--- src/rtl/imu_sample_scheduler_pkg.sv ---
// Shared definitions for the IMU sample scheduler: FSM state encoding and default widths.
package imu_sample_scheduler_pkg;

  localparam int DATA_W_DEF   = 10;
  localparam int SAMPLE_CNT_W = 16;

  typedef enum logic [2:0] {
    ST_IDLE      = 3'd0,
    ST_WAIT_TICK = 3'd1,
    ST_START     = 3'd2,
    ST_WAIT_DATA = 3'd3,
    ST_LATCH     = 3'd4,
    ST_FAULT     = 3'd5
  } state_t;

endpackage

--- src/rtl/imu_sample_scheduler_sched_timer.sv ---
// Loadable down-counter; tc is high while the count sits at zero.
module imu_sample_scheduler_sched_timer #(
  parameter int LOAD_VAL = 1
) (
  input  logic clk_sys,
  input  logic rst,
  input  logic load,
  input  logic en,
  output logic tc
);

  localparam int W = (LOAD_VAL < 1) ? 1 : $clog2(LOAD_VAL + 1);

  logic [W-1:0] cnt;

  always_ff @(posedge clk_sys or posedge rst) begin
    if (rst) begin
      cnt <= W'(LOAD_VAL);
    end else if (load) begin
      cnt <= W'(LOAD_VAL);
    end else if (en && (cnt != '0)) begin
      cnt <= cnt - W'(1);
    end
  end

  assign tc = (cnt == '0);

endmodule

--- src/rtl/imu_sample_scheduler.sv ---
// Periodic IMU read sequencer: tick -> READ_START -> wait DATA_VALID (timeout/retry) -> latch sample.
//   state        | meaning
//   ST_IDLE      | scheduling disabled
//   ST_WAIT_TICK | waiting for the sample period tick
//   ST_START     | READ_START pulse, timeout timer loaded
//   ST_WAIT_DATA | waiting for DATA_VALID rise or timeout
//   ST_LATCH     | capture all three axes, pulse SAMPLE_READY
//   ST_FAULT     | retries exhausted, set sticky FAULT
module imu_sample_scheduler
  import imu_sample_scheduler_pkg::*;
#(
  parameter int PERIOD_CYCLES  = 500000,
  parameter int TIMEOUT_CYCLES = 100000,
  parameter int MAX_RETRIES    = 2,
  parameter int DATA_W         = DATA_W_DEF
) (
  input  logic                    CLOCK_50,
  input  logic                    RESET,
  input  logic                    ENABLE,
  input  logic                    FAULT_CLR,
  input  logic                    DATA_VALID,
  input  logic [DATA_W-1:0]       AccelX,
  input  logic [DATA_W-1:0]       AccelY,
  input  logic [DATA_W-1:0]       AccelZ,
  output logic                    READ_START,
  output logic [DATA_W-1:0]       SampleX,
  output logic [DATA_W-1:0]       SampleY,
  output logic [DATA_W-1:0]       SampleZ,
  output logic                    SAMPLE_READY,
  output logic [SAMPLE_CNT_W-1:0] SAMPLE_CNT,
  output logic                    FAULT,
  output logic                    OVERRUN
);

  localparam int RETRY_W = (MAX_RETRIES < 1) ? 1 : $clog2(MAX_RETRIES + 1);
  localparam logic [RETRY_W-1:0] RETRY_MAX = RETRY_W'(MAX_RETRIES);

  state_t state, state_nxt;
  logic [RETRY_W-1:0] retry;
  logic [SAMPLE_CNT_W-1:0] sample_cnt_q;
  logic dv_q, rise, period_tc, tick, tmo_tc;
  logic tmo_load, retry_inc, retry_clr, do_latch, do_fault;

  assign rise = DATA_VALID & ~dv_q;
  assign tick = ENABLE & period_tc;

  // Reloads on every tick and is held at full count while disabled.
  imu_sample_scheduler_sched_timer #(.LOAD_VAL(PERIOD_CYCLES - 1)) u_period (
    .clk_sys (CLOCK_50),
    .rst     (RESET),
    .load    (~ENABLE | tick),
    .en      (ENABLE),
    .tc      (period_tc)
  );

  imu_sample_scheduler_sched_timer #(.LOAD_VAL(TIMEOUT_CYCLES - 1)) u_timeout (
    .clk_sys (CLOCK_50),
    .rst     (RESET),
    .load    (tmo_load),
    .en      (state == ST_WAIT_DATA),
    .tc      (tmo_tc)
  );

  always_ff @(posedge CLOCK_50 or posedge RESET) begin
    if (RESET) begin
      state <= ST_IDLE;
      dv_q  <= 1'b0;
      retry <= '0;
    end else begin
      state <= state_nxt;
      dv_q  <= DATA_VALID;
      if (retry_clr) retry <= '0;
      else if (retry_inc) retry <= retry + RETRY_W'(1);
    end
  end

  always_comb begin
    state_nxt  = state;
    READ_START = 1'b0;
    tmo_load   = 1'b0;
    retry_inc  = 1'b0;
    retry_clr  = 1'b0;
    do_latch   = 1'b0;
    do_fault   = 1'b0;
    if (!ENABLE) begin
      state_nxt = ST_IDLE;
      retry_clr = 1'b1;
    end else begin
      case (state)
        ST_IDLE:      state_nxt = ST_WAIT_TICK;
        ST_WAIT_TICK: if (tick) state_nxt = ST_START;
        ST_START: begin
          READ_START = 1'b1;
          tmo_load   = 1'b1;
          state_nxt  = ST_WAIT_DATA;
        end
        ST_WAIT_DATA: begin
          // A rise in the same cycle as expiry still counts as a good read.
          if (rise) begin
            state_nxt = ST_LATCH;
          end else if (tmo_tc) begin
            if (retry < RETRY_MAX) begin
              retry_inc = 1'b1;
              state_nxt = ST_START;
            end else begin
              state_nxt = ST_FAULT;
            end
          end
        end
        ST_LATCH: begin
          do_latch  = 1'b1;
          retry_clr = 1'b1;
          state_nxt = ST_WAIT_TICK;
        end
        ST_FAULT: begin
          do_fault  = 1'b1;
          retry_clr = 1'b1;
          state_nxt = ST_WAIT_TICK;
        end
        default: state_nxt = ST_IDLE;
      endcase
    end
  end

  // All three axes move together, only on the LATCH cycle.
  always_ff @(posedge CLOCK_50 or posedge RESET) begin
    if (RESET) begin
      SampleX      <= '0;
      SampleY      <= '0;
      SampleZ      <= '0;
      SAMPLE_READY <= 1'b0;
      sample_cnt_q <= '0;
    end else begin
      SAMPLE_READY <= do_latch;
      if (do_latch) begin
        SampleX      <= AccelX;
        SampleY      <= AccelY;
        SampleZ      <= AccelZ;
        sample_cnt_q <= sample_cnt_q + SAMPLE_CNT_W'(1);
      end
    end
  end

  assign SAMPLE_CNT = sample_cnt_q;

  always_ff @(posedge CLOCK_50 or posedge RESET) begin
    if (RESET) begin
      FAULT   <= 1'b0;
      OVERRUN <= 1'b0;
    end else begin
      if (do_fault) FAULT <= 1'b1;
      else if (FAULT_CLR) FAULT <= 1'b0;
      if (tick && (state != ST_WAIT_TICK)) OVERRUN <= 1'b1;
      else if (FAULT_CLR) OVERRUN <= 1'b0;
    end
  end

endmodule

--- config.mk ---
export PLATFORM = sky130hd
export DESIGN_NAME = imu_sample_scheduler
export DESIGN_NICKNAME = d
export VERILOG_FILES = /design/src/rtl/imu_sample_scheduler_pkg.sv /design/src/rtl/imu_sample_scheduler_sched_timer.sv /design/src/rtl/imu_sample_scheduler.sv
export SDC_FILE = /design/constraint.sdc
export NUM_CORES = 1
export LEC_CHECK = 0
export BUFFER_PORTS_ARGS = -buffer_cell sky130_fd_sc_hd__buf_2
export CAP_MARGIN = 25
export CORE_MARGIN = 10
export CORE_UTILIZATION = 55
export CTS_CLUSTER_SIZE = 16
export DETAILED_ROUTE_END_ITERATION = 10
export PLACE_DENSITY_LB_ADDON = 0.15
export SLEW_MARGIN = 20
export SYNTH_ARGS = -nofsm -noshare
export SYNTH_HDL_FRONTEND = slang
export SYNTH_SLANG_ARGS = --single-unit
--- constraint.sdc ---
create_clock -name CLOCK_50 -period 3.6 [get_ports CLOCK_50]
set_input_delay 0.72 -clock CLOCK_50 [delete_from_list [all_inputs] [get_ports CLOCK_50]]
set_output_delay 0.72 -clock CLOCK_50 [all_outputs]
set_load 0.01 [all_outputs]
==> flow_metrics.tcl <==
set metrics [dict create \
    cp.arrival_ns 1.88 \
    fp.dieH_um 107 \
    clk_lat_worst_skew_ns 0.35 \
    numCtsBuffers 9 \
    final_cell_mix "84 x sky130_fd_sc_hd__buf_2, 70 x sky130_fd_sc_hd__dfrtp_1, 31 x sky130_fd_sc_hd__mux2_2, 23 x sky130_fd_sc_hd__nand2_1, 23 x sky130_fd_sc_hd__nor2_1" \
    r2r_end "state[0]" \
    power.switching_mw 0.402 \
    yosys_most_used_dff "sky130_fd_sc_hd__dfrtp_1" \
    port_buffers 84 \
    route.detailed.wl_per_inst_um 16.6 \
    post-place-ws_ns 1.00 \
    ctsResizeCount 0 \
    synth.ff_latch_count 91 \
    regToRegStartpoint "u_period.cnt[13]" \
    mappedNetlistNets 403 \
    max-clock-path-buffers 2 \
    p_leak_nw 2.35 \
    fin_cells 552 \
    gr-usage-all-layers_pct 16.4 \
    whs_ns 0.397 \
    vdd_drop_max_mv 0.294 \
    rows 31 \
    ys_seq_area_share_pct 55.5 \
    cts_hold_repair_buffers 0 \
    cellPowerDensity_nw_per_um2 381 \
    routed_vias 3140 \
    wire_length_on_met1_mm 3.89 \
    ctsRootBufferMaster "sky130_fd_sc_hd__clkbuf_8" \
    worst-path-max-fanout 15 \
    netlist-cell-type-count 54 \
    fin_skew_ns 0.0102 \
    first_global_vias 3190 \
    chipWidth_um 107 \
    grt_max_degree 60 \
    timing.critical_path.required_ns 2.88 \
    worstMarginPinSlew_ns 0.902 \
    worst_setup_path_end_kind "output port" \
    met2_wirelength_mm 4.29 \
    cts_setup_buffers 0 \
    timing.slew.headroom_pct 39.9 \
    drive_above_1_share_pct 35.5 \
    clk_pin_slew_ns 0.09 \
    criticalPathCategory "reg -> out" \
    clock_sink_count 91 \
    report.final.hold_viol_count 0 \
    regToRegSetupSlack_ns 1.33 \
    die_area_um2 11400 \
    netlist_area_um2 4150 \
    hpwl_mm 6.68 \
    synthesis.yosys.warnings 0 \
    layout-area-overhead-vs-synth_pct 18.1 \
    fin_setup_tns_ns 0 \
    drv_cap 0 \
    finalWorstSetupSlack_ns 1.00 \
    antenna_found_initial 0 \
    intPower_mw 1.46 \
    routed.top_layer "met4" \
    cts_max_level 3 \
    synth_edf_count 0 \
    postSynthAreaPerCell_um2 11.4 \
    startpoint_types "flip-flop" \
    placed_instances 536 \
    holdCritPathClass "in -> async" \
    post_detailed_route_via_to_cell_ratio 5.69 \
    grt.overflow.total 0 \
    io-pin-count 85 \
    drtAntennaViolNets 0 \
    ys_async_sr_fraction_pct 100 \
    worst-r2r-cell-count 4 \
    route.final.wire_length_mm 9.14 \
    cts_tree "yes" \
    detail_route.drc_violations 0 \
    outcome "complete, no violations" \
    layout.cells.most_common "sky130_fd_sc_hd__buf_2" \
    dr.pass1.iters 4 \
    finish.net_count 488 \
    initial_util_pct 56.9 \
    core_region_area_um2 7290 \
    setup_viol 0 \
    finalWeightedCongestion 0.846 \
    sequentialPowerShare_pct 55.5 \
    antennaDiodeCount 0 \
    grt_first_pass_wirelength_mm 15.5 \
    final_min_period_over_clock_period_pct 72.2 \
    synthesis.instances 363 \
    post-route-min-period_ns 2.60 \
    drt_first_iter_violations 167 \
    met3RoutedLength_um 885 \
    power.share.switching_pct 21.5 \
    achievable-frequency_mhz 385 \
    rsz_0062_raised_after_global_routing "no" \
    clock_power_share_pct 41.1 \
    comb_power_share_pct 3.4 \
    slew_viol_final 0 \
]
==> stage by stage <==
stage	cell area, um^2	utilization (%)	power [mW]
CTS	4900	67.2	1.88
global placement	4680	64.1	1.12
global route	4900	67.2	1.94
finish	4900	67.2	1.87
detailed placement	4680	64.1	1.12
floorplan	4150	-	1.09
==> power groups by stage <==
stage                     logic, mW  registers (mW)  clock network [mW]
after floorplan              0.0334            1.05                   0
after global placement       0.0626            1.05                   0
after detailed placement     0.0649            1.05                   0
after CTS                    0.0654            1.04               0.782
after global routing         0.0714            1.04               0.829
final                        0.0634            1.04               0.767
==> worst max-delay path, cell delays in order (launching register included) <==
cell and delay (ns):
sky130_fd_sc_hd__dfrtp_1 0.46, sky130_fd_sc_hd__and3b_1 0.27, sky130_fd_sc_hd__nand2_1 0.20, sky130_fd_sc_hd__inv_1 0.39
sky130_fd_sc_hd__buf_2 0.22
==> worst max-delay path by stage <==
stage / from / end / slack [ns]
2_1_floorplan: RESET / FAULT / 0.55
4_1_cts: state[2] / READ_START / 0.98
5_1_grt: state[2] / READ_START / 0.79
6_report: state[2] / READ_START / 1.0
3_3_place_gp: ENABLE / READ_START / 1.05
3_5_place_dp: ENABLE / READ_START / 1.00
==> Yosys cell counts (all sizes together) (3+ instances only) <==
cell    number  area, um^2
a31oi        5        31.3
nand2       23        86.3
xor2         9        78.8
dfrtp       70        1750
a21oi       10        50.1
o41ai        3        26.3
nor3        13        65.1
and4         3        26.3
nor2        23        86.3
o31ai        5        37.5
nand4        9        56.3
or2          4        25.0
nand2b       8        50.1
mux2        31         349
inv         12        45.0
ha           5        62.6
or3          5        31.3
xnor2       16         140
mux2i        5        50.1
and3         3        18.8
buf          3        12.5
nor4        12        81.3
o21ai        5        25.0
or4          7        52.6
clkbuf       9        35.0
nand3       13        65.1
a311oi       3        26.3
dfstp       21         552
==> flip-flops by register name, indices dropped and copies added (netlist names) <==
register,flops
u_period.cnt,19
u_timeout.cnt,17
SAMPLE_CNT,16
SampleX,10
SampleY,10
SampleZ,10
state,3
retry,2
FAULT,1
OVERRUN,1
SAMPLE_READY,1
dv_q,1
==> kinds of logic (layout without fill, tap and decap cells) <==
kind of cell	after synthesis	count (layout)	share of synthesized area (%)
adders and majority gates	5	5	1.51
buffers and inverters	24	114	2.23
DFF	91	91	55.5
and+or+nand+nor	139	139	18.8
xor gates and xnor gates	25	25	5.28
muxes	36	36	9.62
AOI/OAI and AO/OA	43	43	7.06
==> metal layers <==
layer,track usage (%),vias up
met5,0,-
met4,6.09,0
met3,6.47,9
met2,24.8,98
met1,20.8,1546
li1,-,1487
==> area by class of cell <==
type / instances / area, um^2
clock buffers: 10 / 138
clock inverters: 6 / 88.8
fillers: 597 / 2390
repair buffers: 86 / 448
well taps: 99 / 124
flip-flops and latches: 91 / 2300
multi-input cells: 248 / 1750
inverters: 12 / 46.3
Note: power is estimated with default switching activity, not from simulation.
